===== config.mk =====
export PLATFORM = sky130hd
export DESIGN_NAME = nibble_assembler
export DESIGN_NICKNAME = d
export VERILOG_FILES = /design/src/rtl/nibble_assembler.sv
export SDC_FILE = /design/constraint.sdc
export NUM_CORES = 1
export LEC_CHECK = 0
export CAP_MARGIN = 5
export CORE_MARGIN = 2
export CORE_UTILIZATION = 45
export CTS_BUF_LIST = sky130_fd_sc_hd__clkbuf_4 sky130_fd_sc_hd__clkbuf_8
export DETAILED_ROUTE_END_ITERATION = 16
export PLACE_DENSITY_LB_ADDON = 0.12
export SKIP_LAST_GASP = 1
export SLEW_MARGIN = 20
export SYNTH_ARGS = -nofsm -noshare
export SYNTH_HDL_FRONTEND = slang
export SYNTH_SLANG_ARGS = --single-unit

===== constraint.sdc =====
create_clock -name clk -period 4.4 [get_ports clk]
set_clock_uncertainty 0.1 [all_clocks]
set_input_delay 0.44 -clock clk [delete_from_list [all_inputs] [get_ports clk]]
set_output_delay 0.44 -clock clk [all_outputs]
set_load 0.02 [all_outputs]

===== src/rtl/nibble_assembler.sv =====
// Rebuilds MSB-first words from a nibble stream framed by a first-nibble marker,
// buffers finished words in a small show-ahead FIFO and flags framing errors and drops.
module nibble_assembler #(
    parameter int NIB_W      = 4,
    parameter int NIBBLES    = 6,
    parameter int FIFO_DEPTH = 2
) (
    input  logic                     clk,
    input  logic                     reset,
    input  logic [NIB_W-1:0]         in,
    input  logic                     trig,
    output logic [NIB_W*NIBBLES-1:0] out_data,
    output logic                     out_valid,
    input  logic                     out_ready,
    output logic                     busy,
    output logic                     sync_err,
    output logic                     overflow,
    output logic [7:0]               drop_cnt
);

    localparam int W   = NIB_W * NIBBLES;
    localparam int CW  = $clog2(NIBBLES + 1);
    localparam int AW  = (FIFO_DEPTH > 1) ? $clog2(FIFO_DEPTH) : 1;
    localparam int FCW = AW + 1;
    localparam logic [CW-1:0]  LAST_IDX  = CW'(NIBBLES - 1);
    localparam logic [FCW-1:0] FIFO_FULL = FCW'(FIFO_DEPTH);

    typedef enum logic [0:0] {
        ST_IDLE    = 1'b0,
        ST_COLLECT = 1'b1
    } state_t;

    state_t          state_q, state_d;
    logic [CW-1:0]   cnt_q, cnt_d;
    logic [W-1:0]    sr_q, sr_d;
    logic            push_s;
    logic            sync_err_q, sync_err_d;

    logic [W-1:0]    mem_q [FIFO_DEPTH];
    logic [AW-1:0]   wr_ptr_q, wr_ptr_d;
    logic [AW-1:0]   rd_ptr_q, rd_ptr_d;
    logic [FCW-1:0]  fcnt_q, fcnt_d;
    logic [W-1:0]    out_data_q, out_data_d;
    logic            out_valid_q, out_valid_d;
    logic            overflow_q, overflow_d;
    logic [7:0]      drop_cnt_q, drop_cnt_d;
    logic            pop_s, full_s, wr_en_s, drop_s;

    // Framing FSM: next state, shift-register contents and word-complete strobe.
    always_comb begin
        state_d    = state_q;
        cnt_d      = cnt_q;
        sr_d       = sr_q;
        push_s     = 1'b0;
        sync_err_d = 1'b0;
        case (state_q)
            ST_IDLE: begin
                if (trig) begin
                    sr_d              = {W{1'b0}};
                    sr_d[W-1 -: NIB_W] = in;
                    cnt_d             = CW'(1);
                    state_d           = ST_COLLECT;
                end else begin
                    state_d = ST_IDLE;
                end
            end
            ST_COLLECT: begin
                if (trig) begin
                    // A marker mid-word restarts framing; the partial word is lost.
                    sync_err_d         = 1'b1;
                    sr_d               = {W{1'b0}};
                    sr_d[W-1 -: NIB_W] = in;
                    cnt_d              = CW'(1);
                end else begin
                    for (int k = 0; k < NIBBLES; k++) begin
                        if (cnt_q == CW'(k)) begin
                            sr_d[W-1-k*NIB_W -: NIB_W] = in;
                        end else begin
                            sr_d[W-1-k*NIB_W -: NIB_W] = sr_d[W-1-k*NIB_W -: NIB_W];
                        end
                    end
                    if (cnt_q == LAST_IDX) begin
                        push_s  = 1'b1;
                        cnt_d   = {CW{1'b0}};
                        state_d = ST_IDLE;
                    end else begin
                        cnt_d = cnt_q + CW'(1);
                    end
                end
            end
            default: begin
                state_d = ST_IDLE;
                cnt_d   = {CW{1'b0}};
            end
        endcase
    end

    // Framing state registers.
    always_ff @(posedge clk or posedge reset) begin
        if (reset) begin
            state_q    <= ST_IDLE;
            cnt_q      <= {CW{1'b0}};
            sr_q       <= {W{1'b0}};
            sync_err_q <= 1'b0;
        end else begin
            state_q    <= state_d;
            cnt_q      <= cnt_d;
            sr_q       <= sr_d;
            sync_err_q <= sync_err_d;
        end
    end

    // FIFO control: accept a push when full only if the head leaves in the same cycle.
    always_comb begin
        pop_s   = out_valid_q && out_ready;
        full_s  = (fcnt_q == FIFO_FULL);
        wr_en_s = push_s && (!full_s || pop_s);
        drop_s  = push_s && full_s && !pop_s;

        wr_ptr_d = wr_en_s ? (wr_ptr_q + AW'(1)) : wr_ptr_q;
        rd_ptr_d = pop_s   ? (rd_ptr_q + AW'(1)) : rd_ptr_q;

        case ({wr_en_s, pop_s})
            2'b10:   fcnt_d = fcnt_q + FCW'(1);
            2'b01:   fcnt_d = fcnt_q - FCW'(1);
            default: fcnt_d = fcnt_q;
        endcase

        out_valid_d = (fcnt_d != {FCW{1'b0}});
        // The next head may be the word being written this very cycle.
        if (!out_valid_d) begin
            out_data_d = {W{1'b0}};
        end else if (wr_en_s && (rd_ptr_d == wr_ptr_q)) begin
            out_data_d = sr_d;
        end else begin
            out_data_d = mem_q[rd_ptr_d];
        end

        overflow_d = drop_s;
        if (drop_s && (drop_cnt_q != 8'hFF)) begin
            drop_cnt_d = drop_cnt_q + 8'd1;
        end else begin
            drop_cnt_d = drop_cnt_q;
        end
    end

    // FIFO storage, pointers and registered output stage.
    always_ff @(posedge clk or posedge reset) begin
        if (reset) begin
            for (int i = 0; i < FIFO_DEPTH; i++) begin
                mem_q[i] <= {W{1'b0}};
            end
            wr_ptr_q    <= {AW{1'b0}};
            rd_ptr_q    <= {AW{1'b0}};
            fcnt_q      <= {FCW{1'b0}};
            out_data_q  <= {W{1'b0}};
            out_valid_q <= 1'b0;
            overflow_q  <= 1'b0;
            drop_cnt_q  <= 8'd0;
        end else begin
            if (wr_en_s) begin
                mem_q[wr_ptr_q] <= sr_d;
            end
            wr_ptr_q    <= wr_ptr_d;
            rd_ptr_q    <= rd_ptr_d;
            fcnt_q      <= fcnt_d;
            out_data_q  <= out_data_d;
            out_valid_q <= out_valid_d;
            overflow_q  <= overflow_d;
            drop_cnt_q  <= drop_cnt_d;
        end
    end

    assign out_data  = out_data_q;
    assign out_valid = out_valid_q;
    assign busy      = (state_q == ST_COLLECT);
    assign sync_err  = sync_err_q;
    assign overflow  = overflow_q;
    assign drop_cnt  = drop_cnt_q;

endmodule


### Word-level counts from Yosys, hierarchy flattened

Cells that the tools add are included.
Widths: inputs -> output; s select.

* output and inout port bits: 36
* latch bits: 0
* input bits: 8
* memory bits (read-only): 0
* memories: 0
* RAM bits: 0
* register bits: 115

* multiply operators: 0
* bitwise operators: 3
* shift-type cells: 0
* div/mod/pow operators: 0
* reductions and logical operators: 12
* $add $sub $neg: 6
* order comparisons: 3
* multiplexer cells: 31
* eq/ne operators: 11

Operator list (number)
* $mux 24: 8
* $bwmux 48: 1
* $pmux 24 s2: 1
* $demux 24 s1: 1
* $mux 4: 6
* $mux 3: 3
* $add 8x1->8 const B: 1
* $mux 1: 8
* $ne 8x8->1 const B: 1
* $logic_and 1x1->1: 7
* $eq 3x2->1 const B: 2
* $eq 3x3->1 const B: 2
* $pmux 3 s2: 1
* $eq 2x2->1 const B: 2
* $ge 2x2->1 const B: 2
* $not 1->2: 2
* $pmux 2 s2: 1
* $add 3x1->3 const B: 1
* $eq 3x1->1 const B: 1
* $logic_not 3->1: 1
* $add 1x1->1 const B: 2
* $add 2x1->2 const B: 1
* $eq 2x1->1 const B: 1
* $logic_not 1->1: 2
* other kinds (8): 8

### Logic depth before layout (Yosys ltp)

Gate-level depths: netlist of the first run.

* depth after elaboration: 9
* mapped depth: 11

### Least setup slack after synthesis of the first run

OpenSTA, ideal clock, no wires.

* path type: register to register
* start: register state_q, in the netlist busy
* end: register out_data_q[22], in the netlist out_data[22]
* data required time: 4.162 ns
* path buffers: 3
* arrival: 2.831 ns
* path slack: 1.331 ns
* stages on the path, launching flop included: 11
* cell sequence: dfrtp_1 > buf_6 > nand4b_4 > a211oi_2 > inv_2 > buf_2 > ha_1 > o21a_1 > nor3_1 > clkbuf_1 > a211oi_1

* word-level cells in the longest chain between the ends: 6
* elaborated cells between the ends (all ways): 11
* those cells by class: 2 x eq/ne; 5 x mux; 1 x bitwise; 3 x reduce/logical

RTL lines
* start: declaration: line 33 `state_t state_q, state_d;`
* start signal: assignment: line 106 `state_q <= state_d;`
* $mux 1: line 56 `case (state_q)`
* $logic_and 1x1->1: line 117 `wr_en_s = push_s && (!full_s || pop_s);`
* $eq 2x1->1 or $eq 2x2->1 (tied branches): line 123 `case ({wr_en_s, pop_s})`
* $pmux 2 s2: line 123
* $reduce_bool 2->1: line 129 `out_valid_d = (fcnt_d != {FCW{1'b0}});`
* $mux 24 (*): line 131 `if (!out_valid_d) begin`
* net out_data_d[22]: line 43 `logic [W-1:0] out_data_q, out_data_d;`
* end signal: assignment: line 156 `out_data_q <= {W{1'b0}};`
* end signal: assignment: line 167 `out_data_q <= out_data_d;`
* end: declaration: line 43

Mark *: on every way through the listed nets, which the timed path passes. The rest lies on a longest branch.
A chain may end at the register's enable or synchronous reset.

### Worst setup path in the final report of the first run

* start: register state_q, in the netlist busy
* end: register out_data_q[18], in the netlist out_data[18]

Same word-level chain as after synthesis.

==> summary.md, run 1 <==
| Metric | Value |
|---|---|
| Initial antenna violation count | `0` |
| Met2 wire len | `5580 um` |
| Buffers on Ports | `43` |
| Setup TNS | `0 ns` |
| Chip height | `110 um` |
| Final Hold Vio Count | `0` |
| First-pass GRT wire length | `19200 um` |
| H-tree levels | `4` |
| Critical path cell sequence | `nand4b_4, a211oi_2, inv_2, ha_1, o21a_1, nor3_2, buf_4, a211oi_1` |
| Non-Filler Instances | `606` |
| Finished Cell Area | `6100 um^2` |
| Synth top area cells | `dfrtp_1 (57%), mux2_2 (6.2%), mux2i_1 (3.2%)` |
| Most frequent cells in the layout | `dfrtp_1 (115), clkdlybuf4s50_1 (43), mux2_2 (28), nand2_1 (28), clkbuf_8 (22)` |
| Syn nets | `420` |
| DP HPWL | `7160 um` |
| Die width | `110 um` |
| RSZ-0062 raised after global routing | `false` |
| DRC Markers | `0` |
| Setup WS post-layout | `1.44 ns` |
| Post-DR vias/cell | `5.67` |
| Starting Density | `46.4%` |
| Max rail drop VDD | `453 uV` |
| Worst Path Required | `4.56 ns` |
| Routed WL | `11900 um` |
| CTS Hold Bufs | `0` |
| CTS tree | `built` |
| Worst stage delay on the critical path | `0.77 ns` |
| Sequential Area | `2880 um^2` |
| #FFs+latches synth | `115` |
| CTS Buffer Depth | `2` |
| Post-CTS setup buffers | `0` |
| FP Rows | `38` |
| Ant diodes | `0` |
| Max Slew Vio Count | `0` |
| Reg clk slew, reported paths | `0.07 ns` |
| Power Density | `658 nW/um^2` |
| Hold_ws | `0.386 ns` |
| Dpl cells | `575` |
| Area Growth Syn to Fin | `20.7%` |
| Routed len/inst | `19.7 um` |
| Yosys top cell by area | `dfrtp_1` |
| Mapped Avg Cell Area | `12.4 um^2` |
| Wl on met1 | `5740 um` |
| Antenna viol nets, final | `0` |
| Area after DPL | `5620 um^2` |
| Run status | `finished clean` |
| Pin count of the biggest net entering global routing | `59` |
| Final period utilization | `67.3%` |
| Highest Signal Layer | `met4` |
| Worst setup SP type | `register` |
| # nets final | `465` |
| Yosys top cell area share | `56.9%` |
| Met3 WL | `438 um` |
| EDFF count, synth | `0` |
| Hold Crit Class | `in -> async` |
| Pre-CTS WS | `1.26 ns` |
| Yosys warns | `0` |
| Slew HR | `26.7%` |
| Synth Instances | `409` |
| Overflow after GRT | `0` |
| Root Driver | `clkbuf_8` |
| Number of global-route vias before repair | `3487` |
| Critical path arrival | `3.12 ns` |
| Clock sink count | `115` |
| Total number of vias | `3435` |
| CP startpoint | `busy` |
| Peak fanout along the critical path | `25` |
| Core Util, Final | `56.1%` |
| Power after layout | `4.02 mW` |
| Crit end category | `register` |
| Main synth FF type | `dfrtp_1` |
| FFs w/ async S/R, synth | `100%` |
| Static Leak | `2.80 nW` |
| DRT Pass-1 Iters | `4` |
| Placer Congestion | `0.761` |
| Die area | `12100 um^2` |
| DRT iter0 DRCs | `207` |
| Boundary pin count | `44` |
| Layout cell share with drive strength beyond 1 | `21.2%` |
| Worst slew pin tran | `1.10 ns` |
| Post-synthesis sequential area ratio | `56.9%` |
| Fillers | `916` |
| Worst Path Class, Setup | `reg -> reg` |
| Post_cts resized | `0` |
| Multi-input gate area | `1990 um^2` |
| Minimum clock period | `2.96 ns` |
| Setup violators final | `0` |
| Max Cap Violations | `0` |
| Post-Syn Area | `5060 um^2` |
| Num CTS Buffers | `17` |
| Reg-to-Reg Start | `busy` |
| Max Fclk | `338 MHz` |
| Core footprint | `10900 um^2` |
| CP max stage cell | `dfrtp_1` |
| Skew-Pair Late Insertion Delay | `0.43 ns` |
| GRT Total Usage | `21.6%` |
| Commonest non-fill, non-tap cell in the layout | `dfrtp_1` |
| Netlist cell types | `45` |
-- worst max-delay path: cells and delay by family (launching register included) --
family / cells / cell delay, ns
AOI/OAI and AO/OA: 3 / 0.62
adders and majority gates: 1 / 0.37
buffers and inverters: 2 / 0.51
DFF: 1 / 0.77
and+or+nand+nor: 2 / 0.41
-- flip-flops by register name, summed over array words and instances (netlist names) --
register / cells
rd_ptr_q: 1
out_data: 24
mem_q: 48
sr_q: 24
sync_err: 1
wr_ptr_q: 1
out_valid: 1
cnt_q: 3
drop_cnt: 8
busy: 1
overflow: 1
fcnt_q: 2
-- layout make-up --
class	count	area share, %
clock buffer	23	5.08
clock inverter	8	2.81
inverter	11	0.717
multi-input combinational	254	32.7
sequential	115	47.1
tap	140	2.87
timing repair buffer	55	8.73
-- power breakdown --
part	internal (mW)	leakage, nW	switching (mW)
combinational	0.551	1.01	0.812
clock	0.755	0.242	0.424
sequential	1.31	1.54	0.164
total	2.62	2.80	1.40
-- cell families (layout without fill, tap and decap cells) --
| logic type | count (synthesis) | in the layout | share of synthesized area (%) |
|---|---|---|---|
| xor+xnor | 14 | 14 | 2.43 |
| fa+ha+maj | 3 | 3 | 0.742 |
| flops | 115 | 115 | 56.9 |
| compound gates | 67 | 67 | 10.8 |
| simple gates | 113 | 113 | 12.2 |
| mux | 57 | 57 | 13.0 |
| buf+inv | 40 | 97 | 3.89 |
-- path summary, 6_finish.rpt --
kind | end | slack (ns) | depth (start not counted)
max | out_data[18] | 1.44 | 8
min | sr_q[17] | 0.39 | 2
max reg2reg | out_data[18] | 1.44 | 8
min reg2reg | drop_cnt[7] | 0.39 | 1
max in group asynchronous | mem_q[29] | 2.91 | 3
min in group clk | drop_cnt[7] | 0.39 | 1
-- synth_stat cells (2+ instances only) --
| library cell | n |
|---|---|
| mux2i_1 | 16 |
| and4_1 | 2 |
| o21ai_0 | 4 |
| buf_4 | 4 |
| nor4bb_1 | 3 |
| and2_1 | 2 |
| nand3_1 | 14 |
| ha_1 | 3 |
| nand2b_1 | 2 |
| inv_1 | 10 |
| a221oi_1 | 16 |
| dfrtp_1 | 115 |
| xor2_1 | 8 |
| buf_6 | 2 |
| mux2_4 | 10 |
| and3_1 | 16 |
| a311oi_1 | 8 |
| a21oi_1 | 14 |
| mux2_2 | 28 |
| nor4_1 | 2 |
| nor3_1 | 11 |
| a21bo_2 | 5 |
| nor2_1 | 19 |
| nor4b_1 | 3 |
| nand2_1 | 28 |
| a211oi_1 | 16 |
| xnor2_1 | 6 |
| clkbuf_1 | 18 |
| buf_2 | 4 |
| mux2_1 | 3 |
| nand3b_1 | 3 |
-- metal layers --
layer,vias to the layer above,GRT usage (%)
met4,0,7.59
met1,1772,29.7
met3,18,5.76
li1,1566,-
met2,79,33.1
met5,-,0
Note: power is estimated with default switching activity, not from simulation.
==> inputs of run 2 (changes only) <==
==> constraint.sdc (replaced) <==
create_clock -name clk -period 2.5 [get_ports clk]
set_clock_uncertainty 0.1 [all_clocks]
set_input_delay 0.25 -clock clk [delete_from_list [all_inputs] [get_ports clk]]
set_output_delay 0.25 -clock clk [all_outputs]
set_load 0.02 [all_outputs]
==> run 2 against run 1 <==
Wire length shrank 2.4%. Die area unchanged. Clock power up 44%. Total power increased by 71%. Non-clock buffer count is 15 higher. Sequential power rose by 73%. Sequential share of layout area is 0.67 points lower. Count of clock-buffer cells in the layout shrank 3. Flip-flop and latch count unchanged. Critical path depth rose by 1. Critical path type unchanged. Critical endpoint is now out_data[8]. Largest power group is now combinational logic.
==> summary.md, run 2 (same netlist as run 1, synthesis figures left out) <==
| Metric | Value |
|---|---|
| Skew-Pair Late Insertion Delay | `0.43 ns (about the same)` |
| GRT Total Usage | `21.3% (-0.31 points)` |
| Max Fclk | `431 MHz (+28%)` |
| Clock sink count | `115 (unchanged)` |
| Final period utilization | `92.8% (+25 points)` |
| Final Hold Vio Count | `0 (unchanged)` |
| Setup TNS | `0 ns (unchanged)` |
| Setup violators final | `0 (unchanged)` |
| Post_cts resized | `0 (unchanged)` |
| Pin count of the biggest net entering global routing | `116 (+97%)` |
| Worst Path Class, Setup | `reg -> reg` |
| Routed WL | `11700 um (-2.4%)` |
| Power Density | `1110 nW/um^2 (+68%)` |
| Reg2reg path depth | `9 (+1)` |
| Buffers on Ports | `43 (unchanged)` |
| Worst Path Required | `2.73 ns (-1.83 ns)` |
| Core footprint | `10900 um^2 (unchanged)` |
| Reg clk slew, reported paths | `0.07 ns (about the same)` |
| CTS tree | `built` |
| Hold Crit Class | `in -> async` |
| Crit end category | `register` |
| Routed len/inst | `18.7 um (-4.9%)` |
| Ant diodes | `0 (unchanged)` |
| H-tree levels | `4 (unchanged)` |
| Fillers | `943 (+2.9%)` |
| Setup WS post-layout | `0.181 ns (-1.26 ns)` |
| Max Slew Vio Count | `0 (unchanged)` |
| Critical path arrival | `2.54 ns (-0.58 ns)` |
| Post-CTS setup buffers | `0 (unchanged)` |
| R2r setup slk | `0.18 ns (-1.26 ns)` |
| DRT iter0 DRCs | `193 (-6.8%)` |
| Overflow after GRT | `0 (unchanged)` |
| Max Cap Violations | `0 (unchanged)` |
| Num CTS Buffers | `17 (unchanged)` |
| Worst setup SP type | `register` |
| Root Driver | `clkbuf_8` |
| Pre-CTS WS | `0.0388 ns (-1.22 ns)` |
| Placer Congestion | `0.735 (-3.4%)` |
| Die area | `12100 um^2 (unchanged)` |
| Post-DR vias/cell | `5.54 (-2.2%)` |
| CTS Buffer Depth | `2 (unchanged)` |
| Max reg flops | `48 (unchanged)` |
| CTS Hold Bufs | `0 (unchanged)` |
| Total number of vias | `3447 (+0.35%)` |
| Peak fanout along the critical path | `20 (-20%)` |
| Layout cell share with drive strength beyond 1 | `24.3% (+3.0 points)` |
| Register name with the most flops | `mem_q` |
| Slew HR | `58.1% (+31 points)` |
| FP Rows | `38 (unchanged)` |
| Run status | `finished clean` |
| Multi-input gate area | `2020 um^2 (+1.3%)` |
| DRT Pass-1 Iters | `4 (unchanged)` |
| First-pass GRT wire length | `18800 um (-1.8%)` |
| Most frequent cells in the layout | `dfrtp_1 (114), clkdlybuf4s50_1 (43), mux2_2 (28), nand2_1 (28), buf_4 (23)` |
| Worst slew pin tran | `0.628 ns (-0.471 ns)` |
| Finished Cell Area | `6200 um^2 (+1.5%)` |
| DP HPWL | `6990 um (-2.4%)` |
| Chip height | `110 um (unchanged)` |
| Starting Density | `46.4% (unchanged)` |
| RSZ-0062 raised after global routing | `false` |
| Antenna viol nets, final | `0 (unchanged)` |
| Initial antenna violation count | `0 (unchanged)` |
| Number of global-route vias before repair | `3546 (+1.7%)` |
| Boundary pin count | `44 (unchanged)` |
| # nets final | `480 (+3.2%)` |
| Static Leak | `2.84 nW (+1.5%)` |
| Commonest non-fill, non-tap cell in the layout | `dfrtp_1` |
| Die width | `110 um (unchanged)` |
| Sequential Area | `2880 um^2 (about the same)` |
| Max rail drop VDD | `589 uV (+30%)` |
| Area after DPL | `5800 um^2 (+3.2%)` |
| Core Util, Final | `56.9% (+0.84 points)` |
| Minimum clock period | `2.32 ns (-0.641 ns)` |
| DRC Markers | `0 (unchanged)` |
| Area Growth Syn to Fin | `22.5%` |
## run 2: power breakdown
group / switching (mW) / internal, mW / leakage, nW
clock: 0.765 / 0.934 / 0.196
combinational: 1.48 / 1.12 / 1.10
sequential: 0.252 / 2.31 / 1.54
## run 2: final cells by class
| cell class | instances | area share (%) |
|---|---|---|
| Sequential cell | 115 | 46.5 |
| Multi-Input combinational cell | 254 | 32.6 |
| Clock inverter | 12 | 2.14 |
| Tap cell | 140 | 2.83 |
| Timing Repair Buffer | 70 | 11.0 |
| Inverter | 11 | 0.727 |
| Clock buffer | 20 | 4.24 |
## run 2: per-stage QoR
stage | instances | power (mW) | hold WS (ns)
detailed placement | 590 | 5.19 | 0.373
floorplan | 409 | 4.24 | 0.308
global route | 622 | 7.26 | 0.272
finish | 622 | 6.86 | 0.225
CTS | 622 | 6.91 | 0.280
global placement | 590 | 5.15 | 0.361
## run 2: layer usage
layer / vias to the layer above / GRT usage (%) / share of wire (%)
met4: 0 / 7.05 / 1.6
met3: 15 / 6.58 / 5.6
met1: 1724 / 27.8 / 44
met2: 98 / 33.9 / 49
li1: 1610 / - / -
met5: - / 0 / 0
## run 2: path summary, 6_finish.rpt
path / startpoint / endpoint
setup / recovery: cnt_q[0] / out_data[8]
hold / removal: reset / out_data[6]
setup reg to reg: cnt_q[0] / out_data[8]
hold reg to reg: mem_q[20] / mem_q[20]
max in group asynchronous: reset / busy
min in group clk: mem_q[20] / mem_q[20]
## run 2: critical path, stage by stage, from the launching register on
cell      delay (ns)
dfrtp_1         0.50
nand4b_4        0.25
a211oi_4        0.25
inv_2           0.08
ha_4            0.16
xnor2_1         0.21
o21a_1          0.20
nor3_4          0.06
buf_12          0.17
a311oi_1        0.23
==> inputs of run 3 (changes only) <==
--- a/config.mk
+++ b/config.mk
@@ -5,6 +5,7 @@
 export SDC_FILE = /design/constraint.sdc
 export NUM_CORES = 1
 export LEC_CHECK = 0
+export ABC_AREA = 1
 export CAP_MARGIN = 5
 export CORE_MARGIN = 2
 export CORE_UTILIZATION = 45
==> run 3 against run 2 <==
Cell count increased by 43%. Total power decreased by 0.57%. Combinational power decreased by 8.1%. Largest power group is now sequential cells.
==> summary.md, run 3 <==
| Metric | Value |
|---|---|
| Power after layout | `6.82 mW (-0.57%)` |
| Overflow after GRT | `0 (unchanged)` |
| Root Driver | `clkbuf_8` |
| Setup violators final | `0 (unchanged)` |
| Fraction of synthesized area in multiplexers | `0% (-13 points)` |
| Count leader, synth | `nand2_1` |
| Register name with the most flops | `mem_q` |
| CTS Hold Bufs | `0 (unchanged)` |
| Total number of vias | `4366 (+27%)` |
| Setup TNS | `0 ns (unchanged)` |
| Worst Path Class, Setup | `reg -> reg` |
| Hold_ws | `0.158 ns (-0.0677 ns)` |
| Routed WL | `12200 um (+4.4%)` |
| Core Util, Final | `55.7% (-1.2 points)` |
| Peak fanout along the critical path | `14 (-30%)` |
| Placer Congestion | `0.896 (+22%)` |
| CTS Buffer Depth | `2 (unchanged)` |
| Internal | `4.30 mW (-1.5%)` |
| Reg clk slew, reported paths | `0.07 ns (about the same)` |
| Dpl cells | `859 (+46%)` |
| H-tree levels | `4 (unchanged)` |
| Post-DR vias/cell | `4.92 (-11%)` |
| Run status | `finished clean` |
| Die area | `12700 um^2 (+5.2%)` |
| Xor/xnor cell area share of the yosys netlist | `0.986% (-1.4 points)` |
| Final period utilization | `90.1% (-2.7 points)` |
| Ant diodes | `0 (unchanged)` |
| Pre-CTS WS | `0.0159 ns (-0.0229 ns)` |
| Starting Density | `46.5% (about the same)` |
| Yosys warns | `0 (unchanged)` |
| Reg-to-Reg Start | `cnt_q[0]` |
| Slew HR | `55.0% (-3.1 points)` |
| Post-synthesis sequential area ratio | `54.0% (-2.9 points)` |
| Largest family of logic cells by synthesized area | `simple AND/OR/NAND/NOR gates` |
| Max Fclk | `444 MHz (+3.0%)` |
| Max Slew Vio Count | `0 (unchanged)` |
| Max rail drop VDD | `613 uV (+4.2%)` |
| Commonest non-fill, non-tap cell in the layout | `nand2_1` |
| Hold Crit Class | `in -> async` |
| Antenna viol nets, final | `0 (unchanged)` |
| Yosys top cell area share | `54.0% (-2.9 points)` |
| Synth Instances | `679 (+66%)` |
| Synth top area cells | `dfrtp_1 (54%), nand2_1 (19%), inv_1 (6.0%)` |
| Most frequent cells in the layout | `nand2_1 (267), dfrtp_1 (115), inv_1 (84)` |
| Compound-Gate Fraction of Synth Area | `6.67% (-4.1 points)` |
| DRC Markers | `0 (unchanged)` |
| Initial antenna violation count | `0 (unchanged)` |
| Clock Power Share | `27.2% (+2.4 points)` |
| Final Hold Vio Count | `0 (unchanged)` |
| DRT iter0 DRCs | `316 (+64%)` |
| Max Cap Violations | `0 (unchanged)` |
| Static Leak | `3.48 nW (+23%)` |
| Worst Path Required | `2.76 ns (+0.03 ns)` |
| Logic pwr share | `35.1% (-2.8 points)` |
| Area after DPL | `5960 um^2 (+2.7%)` |
| Switch Pwr | `2.52 mW (+1.1%)` |
| FP Rows | `39 (+2.6%)` |
| Area Growth Syn to Fin | `19.8%` |
| Core footprint | `11500 um^2 (+5.3%)` |
| Netlist cell types | `28 (-38%)` |
| Post-Syn Area | `5330 um^2 (+5.4%)` |
| Critical path arrival | `2.51 ns (-0.03 ns)` |
| Pin count of the biggest net entering global routing | `45 (-61%)` |
| Post-CTS setup buffers | `0 (unchanged)` |
| Crit end category | `register` |
| Skew-Pair Late Insertion Delay | `0.43 ns (about the same)` |
| Sequential power share | `37.8% (+0.4 points)` |
| Die width | `113 um (+2.6%)` |
| GRT Total Usage | `21.0% (-0.32 points)` |
| Layout cell share with drive strength beyond 1 | `8.32% (-16 points)` |
| Main synth FF type | `dfrtp_1` |
| Power Density | `1070 nW/um^2 (-3.5%)` |
| Max reg flops | `48 (unchanged)` |
| Non-Filler Instances | `888 (+43%)` |
| Finished Cell Area | `6380 um^2 (+3.0%)` |
| Routed len/inst | `13.7 um (-27%)` |
| Post-synthesis simple-gate area fraction | `28.1% (+16 points)` |
| Worst slew pin tran | `0.673 ns (+0.0453 ns)` |
| Sw Share | `37.0% (+0.59 points)` |
| #FFs+latches synth | `115 (unchanged)` |
| RSZ-0062 raised after global routing | `false` |
| Syn nets | `690 (+64%)` |
| Chip height | `113 um (+2.6%)` |
| Setup WS post-layout | `0.248 ns (+0.0674 ns)` |
| Worst setup SP type | `register` |
| Commonest cells post-synth | `nand2_1 (267), dfrtp_1 (115), inv_1 (85), nor2_1 (46), o21ai_0 (43)` |
| DRT Pass-1 Iters | `5 (+1)` |
| Yosys top cell by area | `dfrtp_1` |
| Mapped Avg Cell Area | `7.85 um^2 (-37%)` |
| EDFF count, synth | `0 (unchanged)` |
| Buffers on Ports | `43 (unchanged)` |
| Num CTS Buffers | `17 (unchanged)` |
| DP HPWL | `8350 um (+20%)` |
| First-pass GRT wire length | `21100 um (+12%)` |
| # nets final | `746 (+55%)` |
| Clock sink count | `115 (unchanged)` |
| CP startpoint | `cnt_q[0]` |
| Post_cts resized | `0 (unchanged)` |
| Boundary pin count | `44 (unchanged)` |
| Number of global-route vias before repair | `4317 (+22%)` |
| CTS tree | `built` |
| Minimum clock period | `2.25 ns (-0.0674 ns)` |
| FFs w/ async S/R, synth | `100% (unchanged)` |
| Post-synthesis adder-cell area fraction | `0.704% (-0.038 points)` |
[run 3: cell types whose count changed after synthesis, moves of 20 or more]
cell     change
inv_1       +75
mux2_2      -28
nand2_1    +239
nand3_1     +26
nor2_1      +27
o21ai_0     +39
o21ai_1     +20
[run 3: layout make-up]
class | count | area (um^2)
Tap cell | 143 | 179
Fill cell | 1081 | 5080
Multi-Input combinational cell | 448 | 1940
Timing Repair Buffer | 62 | 611
Sequential cell | 115 | 2880
Clock buffer | 25 | 332
Inverter | 91 | 348
Clock inverter | 4 | 95.1
[run 3: power groups by stage]
| stage | logic, mW | clock network, mW | registers [mW] |
|---|---|---|---|
| after floorplan | 1.44 | 0 | 2.70 |
| after global placement | 2.34 | 0 | 2.59 |
| after detailed placement | 2.39 | 0 | 2.60 |
| after CTS | 2.41 | 1.89 | 2.58 |
| after global routing | 2.71 | 1.98 | 2.63 |
| final | 2.39 | 1.85 | 2.57 |
[run 3: final timing paths]
| kind | to | slack (ns) | cells past startpoint |
|---|---|---|---|
| min in group clk | mem_q[35] | 0.38 | 2 |
| min | out_data[5] | 0.16 | 2 |
| max reg2reg | out_data[15] | 0.25 | 11 |
| max in group asynchronous | drop_cnt[0] | 1.55 | 3 |
| max | out_data[15] | 0.25 | 11 |
| min reg2reg | mem_q[35] | 0.38 | 2 |
[run 3: routing by layer]
layer  global-route usage, %  vias to the layer above  routed length [um]
li1                        -                     2190                   -
met1                    28.6                     2081                5800
met2                    32.8                       73                5650
met3                    5.78                       22                 539
met4                    6.83                        0                 180
met5                       0                        -                   0
[run 3: logic make-up (layout without fill, tap and decap cells)]
kind of cell    count (synthesis)  count (layout)
simple gates                  369             369
xor+xnor                        6               6
flops                         115             115
compound gates                 70              70
buf+inv                       116             182
fa+ha+maj                       3               3
[run 3: worst max-delay path, stage by stage, from the launching register on]
cell,delay [ns]
dfrtp_1,0.53
nand3_1,0.16
nor2_2,0.15
nand2_2,0.07
ha_1,0.21
or2_2,0.29
nand3_1,0.08
nand2_1,0.08
nand3_1,0.10
buf_4,0.23
nand2_1,0.07
nor2_1,0.09
